File: src/rtl/gpu_pkg.sv
// Purpose: shared defaults and FSM state encoding for the line rasteriser.
// Latency: n/a (types and constants only).
// Backpressure: n/a.
package gpu_pkg;

    localparam int COORD_W_DEF   = 10;
    localparam int FB_WIDTH_DEF  = 640;
    localparam int FB_HEIGHT_DEF = 400;
    localparam int ADDR_W_DEF    = 18;
    localparam int COLOR_W_DEF   = 16;

    typedef enum logic [1:0] {
        ST_IDLE  = 2'd0,
        ST_SETUP = 2'd1,
        ST_DRAW  = 2'd2,
        ST_DONE  = 2'd3
    } state_t;

endpackage

File: src/rtl/fb_addr_gen.sv
// Purpose: linear framebuffer address, y*FB_WIDTH + x, wrapped to ADDR_W bits.
// Latency: combinational.
// Backpressure: none; pure function of its inputs.
module fb_addr_gen
    import gpu_pkg::*;
#(
    parameter int COORD_W  = COORD_W_DEF,
    parameter int FB_WIDTH = FB_WIDTH_DEF,
    parameter int ADDR_W   = ADDR_W_DEF
) (
    input  logic [COORD_W-1:0] x_i,
    input  logic [COORD_W-1:0] y_i,
    output logic [ADDR_W-1:0]  addr_o
);

    // Modular arithmetic in ADDR_W bits gives the truncated address directly.
    always_comb begin
        addr_o = ADDR_W'(y_i) * ADDR_W'(FB_WIDTH) + ADDR_W'(x_i);
    end

endmodule

File: src/rtl/line_raster.sv
// Purpose: Bresenham line rasteriser writing one pixel per cycle into SRAM.
// Latency: first write strobe 3 edges after command accept; one pixel per DRAW cycle.
// Backpressure: one command at a time (ready only in IDLE); I_VIDEO_ON stalls drawing.
module line_raster
    import gpu_pkg::*;
#(
    parameter int COORD_W   = COORD_W_DEF,
    parameter int FB_WIDTH  = FB_WIDTH_DEF,
    parameter int FB_HEIGHT = FB_HEIGHT_DEF,
    parameter int ADDR_W    = ADDR_W_DEF,
    parameter int COLOR_W   = COLOR_W_DEF
) (
    input  logic               I_CLK,
    input  logic               I_RST,
    input  logic               I_CMD_VALID,
    output logic               O_CMD_READY,
    input  logic [COORD_W-1:0] I_X0,
    input  logic [COORD_W-1:0] I_Y0,
    input  logic [COORD_W-1:0] I_X1,
    input  logic [COORD_W-1:0] I_Y1,
    input  logic [COLOR_W-1:0] I_COLOR,
    input  logic               I_VIDEO_ON,
    output logic [ADDR_W-1:0]  O_GPU_ADDR,
    output logic [COLOR_W-1:0] O_GPU_DATA,
    output logic               O_GPU_WRITE,
    output logic               O_GPU_READ,
    output logic               O_BUSY,
    output logic               O_DONE
);

    // Error term needs sign plus one guard bit over the coordinate range.
    localparam int EW = COORD_W + 2;
    localparam logic [COORD_W:0] FBW_C = (COORD_W + 1)'(FB_WIDTH);
    localparam logic [COORD_W:0] FBH_C = (COORD_W + 1)'(FB_HEIGHT);

    state_t state_q, state_d;

    logic [COORD_W-1:0] x0_q, y0_q, x1_q, y1_q;
    logic [COLOR_W-1:0] color_q;

    logic [COORD_W-1:0]   cx_q, cx_d, cy_q, cy_d;
    logic signed [EW-1:0] err_q, err_d;
    logic signed [EW-1:0] dx_q, dx_d, dy_q, dy_d;
    logic                 sx_neg_q, sx_neg_d, sy_neg_q, sy_neg_d;

    // Pixel stage between the step logic and the address multiply.
    logic               pix_vld_q;
    logic [COORD_W-1:0] pix_x_q, pix_y_q;
    logic [COLOR_W-1:0] pix_col_q;
    logic [ADDR_W-1:0]  pix_addr;

    logic [ADDR_W-1:0]  addr_q;
    logic [COLOR_W-1:0] data_q;
    logic               wr_q, done_q;

    logic               accept, emit, in_bounds, at_end, step_x, step_y;
    logic [COORD_W-1:0] adx, ady;
    logic signed [EW:0] e2, dx_e, dy_e;

    assign O_CMD_READY = (state_q == ST_IDLE) && !I_RST;
    assign accept      = I_CMD_VALID && O_CMD_READY;
    assign O_BUSY      = (state_q == ST_SETUP) || (state_q == ST_DRAW);
    assign O_GPU_READ  = 1'b0;
    assign O_GPU_ADDR  = addr_q;
    assign O_GPU_DATA  = data_q;
    assign O_GPU_WRITE = wr_q;
    assign O_DONE      = done_q;

    // Step decisions and clipping test for the current point.
    always_comb begin
        adx       = (x1_q >= x0_q) ? (x1_q - x0_q) : (x0_q - x1_q);
        ady       = (y1_q >= y0_q) ? (y1_q - y0_q) : (y0_q - y1_q);
        e2        = {err_q, 1'b0};
        dx_e      = {dx_q[EW-1], dx_q};
        dy_e      = {dy_q[EW-1], dy_q};
        step_x    = (e2 >= dy_e);
        step_y    = (e2 <= dx_e);
        at_end    = (cx_q == x1_q) && (cy_q == y1_q);
        in_bounds = ({1'b0, cx_q} < FBW_C) && ({1'b0, cy_q} < FBH_C);
    end

    // Next-state and Bresenham step; a high I_VIDEO_ON freezes the walk.
    always_comb begin
        state_d  = state_q;
        cx_d     = cx_q;
        cy_d     = cy_q;
        err_d    = err_q;
        dx_d     = dx_q;
        dy_d     = dy_q;
        sx_neg_d = sx_neg_q;
        sy_neg_d = sy_neg_q;
        emit     = 1'b0;
        case (state_q)
            ST_IDLE: begin
                if (accept) state_d = ST_SETUP;
            end
            ST_SETUP: begin
                dx_d     = $signed({2'b00, adx});
                dy_d     = -$signed({2'b00, ady});
                err_d    = $signed({2'b00, adx}) - $signed({2'b00, ady});
                sx_neg_d = (x1_q < x0_q);
                sy_neg_d = (y1_q < y0_q);
                cx_d     = x0_q;
                cy_d     = y0_q;
                state_d  = ST_DRAW;
            end
            ST_DRAW: begin
                if (!I_VIDEO_ON) begin
                    emit = 1'b1;
                    if (at_end) begin
                        state_d = ST_DONE;
                    end else begin
                        err_d = err_q + (step_x ? dy_q : '0) + (step_y ? dx_q : '0);
                        if (step_x) cx_d = sx_neg_q ? cx_q - 1'b1 : cx_q + 1'b1;
                        if (step_y) cy_d = sy_neg_q ? cy_q - 1'b1 : cy_q + 1'b1;
                    end
                end
            end
            ST_DONE: begin
                state_d = ST_IDLE;
            end
            default: state_d = ST_IDLE;
        endcase
    end

    // FSM and walk state registers.
    always_ff @(posedge I_CLK) begin
        if (I_RST) begin
            state_q  <= ST_IDLE;
            cx_q     <= '0;
            cy_q     <= '0;
            err_q    <= '0;
            dx_q     <= '0;
            dy_q     <= '0;
            sx_neg_q <= 1'b0;
            sy_neg_q <= 1'b0;
        end else begin
            state_q  <= state_d;
            cx_q     <= cx_d;
            cy_q     <= cy_d;
            err_q    <= err_d;
            dx_q     <= dx_d;
            dy_q     <= dy_d;
            sx_neg_q <= sx_neg_d;
            sy_neg_q <= sy_neg_d;
        end
    end

    // Command latch on handshake; held for the whole line.
    always_ff @(posedge I_CLK) begin
        if (I_RST) begin
            x0_q    <= '0;
            y0_q    <= '0;
            x1_q    <= '0;
            y1_q    <= '0;
            color_q <= '0;
        end else if (accept) begin
            x0_q    <= I_X0;
            y0_q    <= I_Y0;
            x1_q    <= I_X1;
            y1_q    <= I_Y1;
            color_q <= I_COLOR;
        end
    end

    fb_addr_gen #(
        .COORD_W  (COORD_W),
        .FB_WIDTH (FB_WIDTH),
        .ADDR_W   (ADDR_W)
    ) u_addr (
        .x_i    (pix_x_q),
        .y_i    (pix_y_q),
        .addr_o (pix_addr)
    );

    // Two-stage write pipeline; colour travels with the pixel so a new command
    // cannot recolour a pixel still held by a video stall.
    always_ff @(posedge I_CLK) begin
        if (I_RST) begin
            pix_vld_q <= 1'b0;
            pix_x_q   <= '0;
            pix_y_q   <= '0;
            pix_col_q <= '0;
            wr_q      <= 1'b0;
            addr_q    <= '0;
            data_q    <= '0;
        end else if (!I_VIDEO_ON) begin
            pix_vld_q <= emit && in_bounds;
            pix_x_q   <= cx_q;
            pix_y_q   <= cy_q;
            pix_col_q <= color_q;
            wr_q      <= pix_vld_q;
            addr_q    <= pix_addr;
            data_q    <= pix_col_q;
        end else begin
            wr_q      <= 1'b0;
        end
    end

    // Completion pulse, one cycle after the DONE state.
    always_ff @(posedge I_CLK) begin
        if (I_RST) done_q <= 1'b0;
        else       done_q <= (state_q == ST_DONE);
    end

endmodule

File: config.mk
export PLATFORM = sky130hd
export DESIGN_NAME = line_raster
export DESIGN_NICKNAME = d
export VERILOG_FILES = /design/src/rtl/gpu_pkg.sv /design/src/rtl/fb_addr_gen.sv /design/src/rtl/line_raster.sv
export SDC_FILE = /design/constraint.sdc
export NUM_CORES = 1
export LEC_CHECK = 0
export CAP_MARGIN = 20
export CORE_ASPECT_RATIO = 1.1
export CORE_MARGIN = 1
export CORE_UTILIZATION = 61
export CTS_BUF_LIST = sky130_fd_sc_hd__clkbuf_8
export DETAILED_ROUTE_END_ITERATION = 12
export PLACE_DENSITY_LB_ADDON = 0.1
export SKIP_LAST_GASP = 1
export SLEW_MARGIN = 10
export SYNTH_ARGS = -nofsm -noshare
export SYNTH_HDL_FRONTEND = slang
export SYNTH_HIERARCHICAL = 1
export SYNTH_SLANG_ARGS = --single-unit
File: constraint.sdc
create_clock -name I_CLK -period 5.05 [get_ports I_CLK]
set_input_delay 1.515 -clock I_CLK [delete_from_list [all_inputs] [get_ports I_CLK]]
set_output_delay 1.515 -clock I_CLK [all_outputs]
set_load 0.02 [all_outputs]
### Word-level counts from Yosys, hierarchy flattened

Index checks and enable logic that the tools add are counted.
W data, S select, Z words.

| storage, ports and cells | value |
|---|---|
| bits of input ports | 60 |
| word-level logic and storage cells | 91 |
| bits in registers | 187 |

| operators by class | value |
|---|---|
| multiplexer cells | 23 |
| add/sub/neg operators | 13 |
| magnitude comparators | 8 |
| reduce and logical (&&, ||, !) cells | 14 |
| equality and inequality tests | 11 |
| multiply operators | 1 |

Operator list:

| operator | number |
|---|---|
| $mux W10 | 11 |
| $pmux W10 S2 | 2 |
| $sub A10 B10 Y10 | 4 |
| $mux W12 | 3 |
| $pmux W12 S2 | 1 |
| $add A10 B1 Y10 const B | 2 |
| $eq A10 B10 Y1 | 2 |
| $ge A10 B10 Y1 | 2 |
| $lt A10 B10 Y1 | 2 |
| $sub A10 B1 Y10 const B | 2 |
| $add A18 B10 Y18 | 1 |
| $ge A13 B12 Y1 | 1 |
| $le A13 B11 Y1 | 1 |
| $add A12 B10 Y12 | 1 |
| $add A12 B12 Y12 | 1 |
| $ne A2 B2 Y1 const B | 6 |
| $neg A10 Y12 | 1 |
| $mul A10 B3 Y11 const B | 1 |
| $sub A10 B10 Y11 | 1 |
| $lt A10 B10 Y1 const B | 1 |
| $lt A10 B9 Y1 const B | 1 |
| $pmux W2 S4 | 1 |
| $reduce_and A4 Y1 | 2 |
| $mux W2 | 3 |
| other kinds (10) | 17 |

### Depth between registers and ports, before layout

Gate-level depths: netlist of the first run.

| logic depth | value |
|---|---|
| word-level depth | 7 |
| mapped depth | 23 |
| depth with buffers taken out | 23 |

### Hierarchy

Netlist of the first run, hierarchy kept.

By module, submodules not included:

| module | cells an instance | area each (sq um) | instances |
|---|---|---|---|
| line_raster | 1320 | 11392.2 | 1 |
| fb_addr_gen | 75 | 646.9 | 1 |

### Least setup slack after synthesis of the first run

No wires, ideal clock.

| path | value |
|---|---|
| path type | flip-flop to flip-flop |
| start | register x1_q[0] |
| end | register err_q[11] |
| arrival time | 4.589 ns |
| clock period less this slack | 4.647 ns |
| setup slack | 0.403 ns |
| path buffers | 1 |
| library setup time | 0.058 ns |
| cell stages (with the launch flop) | 22 |
| path through | dfxtp_1 inv_1 ha_1 inv_1 fa_1 a21o_1 a21oi_1 o22ai_1 o41ai_2 o31ai_2 buf_6 mux2_2 fa_1 a21o_1 a21oi_1 o21bai_1 a2111oi_0 nor3b_1 o21a_1 or4_1 o21ai_0 a31o_2 |

| on the way | value |
|---|---|
| word-level cells in the longest chain between the ends | 4 |
| elaborated cells between the ends (all ways) | 10 |
| those cells by class | 3 x add/sub; 1 x order compare; 2 x eq/ne; 2 x mux; 2 x reduce/logical |

Ends and longest elaborated chain:

| element | RTL line | text |
|---|---|---|
| start: declaration | line_raster.sv:38 | `logic [COORD_W-1:0] x0_q, y0_q, x1_q, y1_q;` |
| start signal: assignment | line_raster.sv:154 | `x1_q <= '0;` |
| start signal: assignment | line_raster.sv:160 | `x1_q <= I_X1;` |
| $sub A10 B10 Y10 or $ge A10 B10 Y1 (tied branches) | line_raster.sv:71 | `adx = (x1_q >= x0_q) ? (x1_q - x0_q) : (x0_q - x1_q);` |
| $mux W10 * | line_raster.sv:71 |  |
| via adx[1] | line_raster.sv:57 | `logic [COORD_W-1:0] adx, ady;` |
| $sub A10 B10 Y11 * | line_raster.sv:100 | `err_d = $signed({2'b00, adx}) - $signed({2'b00, ady});` |
| $pmux W12 S2 * | line_raster.sv:93 | `case (state_q)` |
| end signal: assignment | line_raster.sv:141 | `err_q <= err_d;` |
| end: declaration | line_raster.sv:42 | `logic signed [EW-1:0] err_q, err_d;` |

The timed path passes the listed nets; every way through them passes the cells marked *.
A chain may end at the register's enable or synchronous reset.

### Final worst setup path of the first run

Ends and elaborated chain as after synthesis.

==> reports/results.txt, run 1 <==
Status = completed
HPWL after DPL = 22300 µm
Setup-failing EPs final = 0
Most common cell after layout, fill and taps aside = dfxtp_1
Initial DRC count = 575
Post-route setup TNS = 0 ps
Net count, final = 1659
Post-Syn Area per Cell = 8.63 µm²
Total grt overflow = 0
CTS Root Cell = clkbuf_8
Max rail drop VDD = 0.000490 V
Reg2Reg Capture Point = err_q[11]
Core Region = 19200 µm²
N_diodes = 0
Part of the cycle the worst path needs = 94.2%
WP data required = 5490 ps
DR vias = 10055
Total Power = 9.15 mW
# placed instances = 1684
Antenna violations before repair = 0
Row count = 53
GP Congestion = 0.962
CTS Buffer Depth = 2
WS Path Type = reg -> reg
CTS tree = done
Max-cap violations = 0
Starting Density = 62.6%
Fin crit period = 4760 ps
Hold endpoint = O_GPU_WRITE
Startpoint type of the worst setup path = flip-flop
Die Ht = 149 µm
Worst Path Arrival = 5190 ps
Synth area leader = dfxtp_1
Yosys warns = 6
Sequential-to-total area share from yosys stat = 31.1%
Drt pass-1 iters = 5
Worst Path Max Fanout = 10
Post-synthesis mux area share = 9.37%
Global-route wire length before repair = 47100 µm
Setup WS post-layout = 294 ps
Synth top area cells = dfxtp_1, ha_1, mux2i_1, nor2_1, fa_1
Simple-gate share of the synthesized area = 15.3%
Number of fill cells = 1585
Synthesized area = 12000 µm²
Pwr dens = 667 nW/µm²
Final hold vios = 0
DRT Wirelength = 29900 µm
CP endpoint kind = flip-flop
#FFs+latches synth = 187
Worst Hold Class = reg -> reg
Chip width = 136 µm
Worst-path clk slew = 120 ps
Die area = 20300 µm²
Area growth syn-to-layout = 13.9%
Cells after Synth = 1395
Hold Path Origin = pix_vld_q
RSZ-0062 raised after global routing = false
Avg WL per Cell = 17.4 µm
# DRC = 0
Number of global-route vias before repair = 9158
IO Port Bufs = 97
Hold path cells = 1
CTS buffer count = 17
Number of nets still failing antenna checks after routing = 0
Share of cells above drive strength 1 = 6.18%
Post-Synth Adder-Cell Area = 15.8%
Number of clock sinks = 187
Worst Skew = 27.7 ps
Compound-Gate Fraction of Synth Area = 16.5%
Hold Buf Count CTS = 0
Leak = 5.96 nW
Cells on worst reg2reg path = 23
XOR/XNOR Fraction of Synth Area = 5.81%
Largest family of logic cells by synthesized area = compound AO/OA/AOI/OAI gates
# IOs = 99
Commonest cells after routing, fill and taps aside = dfxtp_1, nor2_1, ha_1
Pin count of the biggest net entering global routing = 147
Via density = 5.85
Post-synth EDFFs = 0
FF-to-FF setup slack = 290 ps
Post-synth top flop = dfxtp_1
Top-area cell type share of the netlist area = 31.1%
Max Clock Freq = 210 MHz
Async S/R FF share, synth = 0%
Worst slack, placed = 80.7 ps
R2R Path Start = x1_q[0]
Max-slew violations = 0
Clk Latency, worst-skew pair = 500 ps
Slew Limit Headroom = 47.1%
Total GRT Usage = 30.0%
Final std cells w/o fill = 1719
Post-Syn Nets = 1595
Max H-tree Level = 4
Worst-Margin Slew = 794 ps
Cell variety after synth = 80
## flip-flops by register name, indices dropped and copies added, names as in the netlist, 12 cells and up
| register | count |
|---|---|
| O_GPU_ADDR | 18 |
| O_GPU_DATA | 16 |
| color_q | 16 |
| pix_col_q | 16 |
| dy_q | 12 |
| err_q | 12 |
## kinds of logic (layout without fill, tap and decap cells)
family                   after synthesis  in the layout
AND/OR/NAND/NOR                      401            401
AO/OA/AOI/OAI                        294            294
flip-flops                           187            187
buffers and inverters                182            259
adder cells (fa/ha/maj)              140            140
multiplexers                         111            111
XOR/XNOR                              79             79
other                                  1              1
## Yosys cell counts (5+ instances only)
cell      number
a21boi_0       7
a211oi_1      26
fa_1          20
buf_1         15
nor3b_1        6
xor2_1        36
inv_1        106
nor3_1        18
o21a_1        11
nor2_1       169
nor2b_1       13
clkbuf_1      45
a31oi_1        7
nand3_1       15
mux2_2         7
ha_1         120
mux2i_1      102
o21ai_0       51
o21bai_1       9
a21o_1        23
or3_1          5
and2_1        17
nand4_1        8
dfxtp_1      187
xnor2_1       42
o22ai_1        5
nand2b_1      23
o31ai_1       45
and3_1         5
nand3b_1       7
buf_4          8
a21oi_1       64
nand2_1      100
## metrics by stage
step                      hold slack [ps]  cell area [µm²]  utilization (%)
after global placement                447            13200             68.4
final                                 472            13700             71.3
after global routing                  481            13700             71.3
after CTS                             472            13600             70.8
after floorplan                       436            12000                -
after detailed placement              455            13200             68.4
## per-layer routing
metal / routed length (µm) / GRT usage [%] / up-vias
met4: 913 / 10.7 / 0
met5: 0 / 0 / -
li1: - / - / 4941
met1: 13400 / 40.0 / 4726
met3: 1840 / 4.69 / 55
met2: 13700 / 49.0 / 333
## how the worst max path moves through the flow
stage,from,end,slack [ps],cells after the start
after global routing,dx_q[2],err_q[11],6,22
final,x1_q[0],err_q[11],290,23
after floorplan,x1_q[0],err_q[11],400,21
after detailed placement,x0_q[1],err_q[11],80,18
after CTS,y1_q[0],err_q[11],10,20
after global placement,x1_q[0],err_q[11],210,20
## power by group
part	leakage [nW]	internal (mW)	total [mW]	switching (mW)
Combinational	4.20	2.49	5.92	3.43
Clock	0.226	0.414	1.12	0.704
Sequential	1.53	1.77	2.10	0.331
Total	5.96	4.68	9.15	4.47
## critical path: stages (launching register included)
cell      delay [ps]
dfxtp_2          360
inv_1             70
ha_1             140
inv_1             60
fa_2             340
a21o_1           180
a21oi_2          180
o22ai_2          120
o41ai_2          280
buf_4            170
o31ai_4          100
buf_6            170
mux2_2           290
o2bb2a_2         290
and3_1           180
nor2_1           100
ha_1             260
or2_2            310
a21oi_2          160
nor3b_1           80
o21a_1           190
or4_1            470
o21ai_0           90
a31o_2           120
## area by class of cell
type / count / area (µm²) / area share, %
inverters: 107 / 402 / 2.93
flip-flops and latches: 187 / 3740 / 27.3
well taps: 247 / 309 / 2.25
clock buffers: 17 / 234 / 1.71
clock inverters: 15 / 233 / 1.70
multi-input cells: 1026 / 7610 / 55.5
repair buffers: 120 / 1180 / 8.60
## timing repair
action | 4_1_cts | 5_1_grt
setup buffers | 0 | 2
endpoints found under the hold margin | 0 | 0
gates resized for setup | 0 | 14
endpoints found under the setup margin | 0 | 4
No activity file was read; power rests on OpenSTA's default activity.
==> run 2: changes to the inputs <==
- CORE_UTILIZATION: 61 -> 50
- GPL_ROUTABILITY_DRIVEN: unset -> 0
==> reports/results.txt, run 2 (synthesis results as in run 1) <==
Status = completed
CTS buffer count = 17
Die Ht = 165 µm
Max H-tree Level = 4
Area growth syn-to-layout = 13.9%
Drt pass-1 iters = 5
Final std cells w/o fill = 1773
Worst hold margin = 474 ps
Most common cell after layout, fill and taps aside = dfxtp_1
Avg WL per Cell = 16.7 µm
Hold Buf Count CTS = 0
Chip width = 150 µm
Hold Path Origin = pix_vld_q
Post-route setup TNS = 0 ps
Clk Latency, worst-skew pair = 490 ps
Initial DRC count = 522
Number of clock sinks = 187
Number of nets still failing antenna checks after routing = 0
Worst Hold Class = reg -> reg
Starting Density = 51.0%
Max-slew violations = 0
Leak = 5.92 nW
R2R Path Start = x1_q[0]
FF-to-FF setup slack = 260 ps
Max Clock Freq = 209 MHz
Worst-Margin Slew = 958 ps
Net count, final = 1655
Total grt overflow = 0
Cells on worst reg2reg path = 22
Number of global-route vias before repair = 8996
Antenna violations before repair = 0
Pwr dens = 657 nW/µm²
DR vias = 9695
Global-route wire length before repair = 47000 µm
Row count = 59
Worst-path clk slew = 130 ps
Hold endpoint = pix_vld_q
Share of cells above drive strength 1 = 5.86%
Worst Path Arrival = 5240 ps
Final hold vios = 0
DRT Wirelength = 29500 µm
Multi-input logic area = 7620 µm²
Pin count of the biggest net entering global routing = 197
HPWL after DPL = 22100 µm
Max reg flops = 18
Reg area = 3740 µm²
IO Port Bufs = 97
Final core utilization = 58.0%
N_diodes = 0
Setup-failing EPs final = 0
CP endpoint kind = flip-flop
Hold path cells = 2
Reg2Reg Capture Point = err_q[11]
Startpoint type of the worst setup path = flip-flop
Total Power = 9.01 mW
WS Path Type = reg -> reg
CTS tree = done
Core Region = 23600 µm²
Max-cap violations = 0
# DRC = 0
CTS Buffer Depth = 2
# placed instances = 1740
Worst Skew = 28.3 ps
Max rail drop VDD = 0.000572 V
Slew Limit Headroom = 36.1%
Total GRT Usage = 24.5%
Worst Path Max Fanout = 11
Part of the cycle the worst path needs = 94.9%
Via density = 5.47
Number of fill cells = 2189
Die area = 24700 µm²
Commonest cells after routing, fill and taps aside = dfxtp_1, nor2_1, ha_1
Fin crit period = 4790 ps
CTS Root Cell = clkbuf_8
# IOs = 99
WP data required = 5500 ps
-- run 2: how the worst max path moves through the flow --
stage	end	cells after the start	start	slack [ps]
2_1_floorplan	err_q[11]	21	x1_q[0]	400
3_3_place_gp	err_q[11]	21	err_q[2]	300
3_5_place_dp	err_q[11]	20	x1_q[0]	180
4_1_cts	err_q[11]	20	x1_q[0]	140
5_1_grt	err_q[11]	20	x1_q[0]	-6
6_report	err_q[11]	22	x1_q[0]	260
-- run 2: timing repair --
| action | 4_1_cts | 5_1_grt |
|---|---|---|
| resized for setup | 0 | 13 |
| endpoints found under the setup margin | 0 | 4 |
| buffers inserted | 0 | 1 |
-- run 2: worst max-delay path, stage by stage, from the launching register on --
cell,delay [ps]
dfxtp_1,360
inv_1,80
ha_1,150
inv_1,60
fa_1,390
a21o_1,180
a21oi_2,170
o22ai_2,140
o41ai_4,380
o31ai_4,160
buf_6,180
mux2_2,290
o2bb2a_2,280
and3_1,190
nor2_1,100
ha_1,260
or2_2,310
a21oi_2,160
nor3b_1,70
o21a_1,190
or4_1,460
o21ai_0,90
a31o_2,120
-- run 2: cell type report --
cell class	count	share of cell area, %
Multi-Input combinational cell	1026	55.6
Sequential cell	187	27.3
Timing Repair Buffer	116	8.32
Inverter	107	2.93
Tap cell	305	2.78
Clock buffer	17	1.71
Clock inverter	15	1.40
-- run 2: power by group --
group	internal (mW)	switching (mW)	total, mW
registers	1.77	0.334	2.11
clock network	0.388	0.659	1.05
logic	2.48	3.38	5.86
-- run 2: routing by layer --
layer	vias to the layer above	share of wire, %	GRT usage (%)
met3	31	4.1	2.82
met1	4514	48	33.1
met2	212	46	40.2
met5	-	0	0
li1	4938	-	-
met4	0	2.6	9.04
-- run 2: stage by stage --
| step | area, µm² | setup slack, ps |
|---|---|---|
| 3_5_place_dp | 13200 | 184 |
| 2_1_floorplan | 12000 | 403 |
| 4_1_cts | 13600 | 137 |
| 3_3_place_gp | 13200 | 301 |
| 5_1_grt | 13700 | -5.69 |
| 6_report | 13700 | 258 |
==> run 3: changes to the inputs <==
- CORE_MARGIN: 1 -> unset
- CORE_UTILIZATION: 50 -> 55
- CTS_CLUSTER_DIAMETER: unset -> 30
==> reports/results.txt, run 3 (synthesis results as in run 1) <==
Net count, final = 1666
Comb power frac = 65.2%
Number of nets still failing antenna checks after routing = 0
Starting Density = 56.3%
Total Power = 9.29 mW
Status = completed
Cell Int Power = 4.75 mW
Critical Path Max Stage Delay = 450 ps
N_diodes = 0
Fin crit period = 4950 ps
Pwr dens = 674 nW/µm²
Sw Share = 48.9%
Busiest layer in global routing = met2
GR Util met2 = 42.1%
Row count = 56
Hold Path Origin = pix_vld_q
Hold Buf Count CTS = 0
Final hold vios = 0
Max reg flops = 18
# IOs = 99
Crit path cell chain = inv_1, ha_1, inv_1, fa_1, a21o_1, a21oi_2, o22ai_1, o41ai_2, o31ai_2, buf_6, mux2_2, o2bb2a_1, and3_1, nor2_1, ha_1, or2_2, a21oi_2, nor3b_1, o21a_1, or4_1, o21ai_0, a31o_2
Worst slack, placed = 140 ps
Worst Path Arrival = 5390 ps
HPWL after DPL = 21500 µm
Max Clock Freq = 202 MHz
Initial DRC count = 629
Setup WS post-layout = 104 ps
Max rail drop VDD = 0.000507 V
Leak = 5.98 nW
CP endpoint kind = flip-flop
Clk Latency, worst-skew pair = 500 ps
Via density = 5.59
GR Util met3 = 3.86%
Worst-Margin Slew = 848 ps
Multi-input logic area = 7580 µm²
Max-slew violations = 0
Number of fill cells = 1843
Total GRT Usage = 26.7%
Max-cap violations = 0
CTS Buffer Depth = 2
CP max-delay cell = or4_1
Reg2Reg Capture Point = err_q[11]
Commonest cells after routing, fill and taps aside = dfxtp_1, nor2_1, ha_1
Worst hold margin = 473 ps
Hold endpoint = O_GPU_WRITE
Area growth syn-to-layout = 14.5%
WS Path Type = reg -> reg
IO Port Bufs = 97
Drt pass-1 iters = 6
CTS tree = done
Total grt overflow = 0
WP data required = 5490 ps
Worst Skew = 24.3 ps
Number of clock sinks = 187
DRT Wirelength = 29000 µm
Max H-tree Level = 4
FF-to-FF setup slack = 100 ps
CTS Root Cell = clkbuf_8
Post-route setup TNS = 0 ps
Die area = 22500 µm²
Chip width = 143 µm
WP buf/inv = 3
R2R Path Start = x1_q[0]
Cells on worst reg2reg path = 22
Worst Path Max Fanout = 7
Worst-path clk slew = 120 ps
Global-route wire length before repair = 46800 µm
Sw power = 4.55 mW
Part of the cycle the worst path needs = 98.0%
Met1 Usage GRT = 37.0%
Core Region = 21400 µm²
Startpoint type of the worst setup path = flip-flop
Setup-failing EPs final = 0
Pin count of the biggest net entering global routing = 197
Hold path cells = 1
Reg area = 3750 µm²
Worst Hold Class = reg -> reg
DR vias = 9897
Seq pwr share = 22.6%
Number of global-route vias before repair = 9364
Antenna violations before repair = 0
CTS buffer count = 17
# DRC = 0
Crit path max-delay family = compound AO/OA/AOI/OAI gates
Most common cell after layout, fill and taps aside = dfxtp_1
Share of cells above drive strength 1 = 6.69%
Die Ht = 157 µm
Avg WL per Cell = 16.4 µm
Slew Limit Headroom = 43.4%
Clock share of power = 12.2%
-- run 3: cell types whose count changed in the layout (fill, tap and decap cells not counted), moves of 2 or more --
cell      previous run  this run
buf_4               17        28
dfxtp_1            187       181
inv_16               0         2
inv_12               2         5
dfxtp_2              0         6
clkinv_4             3         0
-- run 3: worst register-to-register path, stage by stage (launching register included) --
cell	delay [ps]
dfxtp_2	360
inv_1	80
ha_1	150
inv_1	60
fa_1	410
a21o_1	200
a21oi_2	160
o22ai_1	130
o41ai_2	400
o31ai_2	180
buf_6	180
mux2_2	310
o2bb2a_1	340
and3_1	210
nor2_1	90
ha_1	250
or2_2	300
a21oi_2	160
nor3b_1	80
o21a_1	200
or4_1	450
o21ai_0	90
a31o_2	120
-- run 3: cell type report --
type	instances	area share, %
repair buffers	127	8.88
clock inverters	15	1.70
clock buffers	17	1.70
well taps	290	2.63
inverters	107	2.91
multi-input cells	1026	55.0
flip-flops and latches	187	27.2
-- run 3: routing by layer --
metal / part of all wire, % / vias to the layer above
met1: 48 / 4601
met4: 2.4 / 0
li1: - / 4951
met5: 0 / -
met3: 5.8 / 50
met2: 44 / 295
-- run 3: worst max path at each step --
| stage | slack (ps) | startpoint | to | cells past startpoint |
|---|---|---|---|---|
| finish | 100 | x1_q[0] | err_q[11] | 22 |
| global route | -80 | x1_q[0] | err_q[11] | 22 |
| CTS | 60 | x1_q[0] | err_q[11] | 20 |
| detailed placement | 140 | x1_q[0] | err_q[11] | 20 |
| global placement | 240 | x1_q[0] | err_q[11] | 20 |
| floorplan | 400 | x1_q[0] | err_q[11] | 21 |
-- run 3: what timing repair did --
action | CTS | global route
endpoints found under the setup margin | 0 | 4
buffers inserted | 0 | 4
gates resized for setup | 0 | 13
-- run 3: power groups by stage --
stage | Combinational (mW) | Sequential [mW] | Clock (mW)
detailed placement | 5.75 | 2.13 | 0
floorplan | 4.25 | 2.01 | 0
global route | 6.67 | 2.14 | 1.22
CTS | 5.81 | 2.09 | 1.16
global placement | 5.68 | 2.12 | 0
finish | 6.06 | 2.10 | 1.13
-- run 3: metrics by stage --
step / cells / cell area, µm² / util, %
detailed placement: 1733 / 13200 / 62.0
global route: 1769 / 13800 / 64.5
global placement: 1733 / 13200 / 62.0
finish: 1769 / 13800 / 64.5
floorplan: 1395 / 12000 / -
CTS: 1765 / 13700 / 64.2
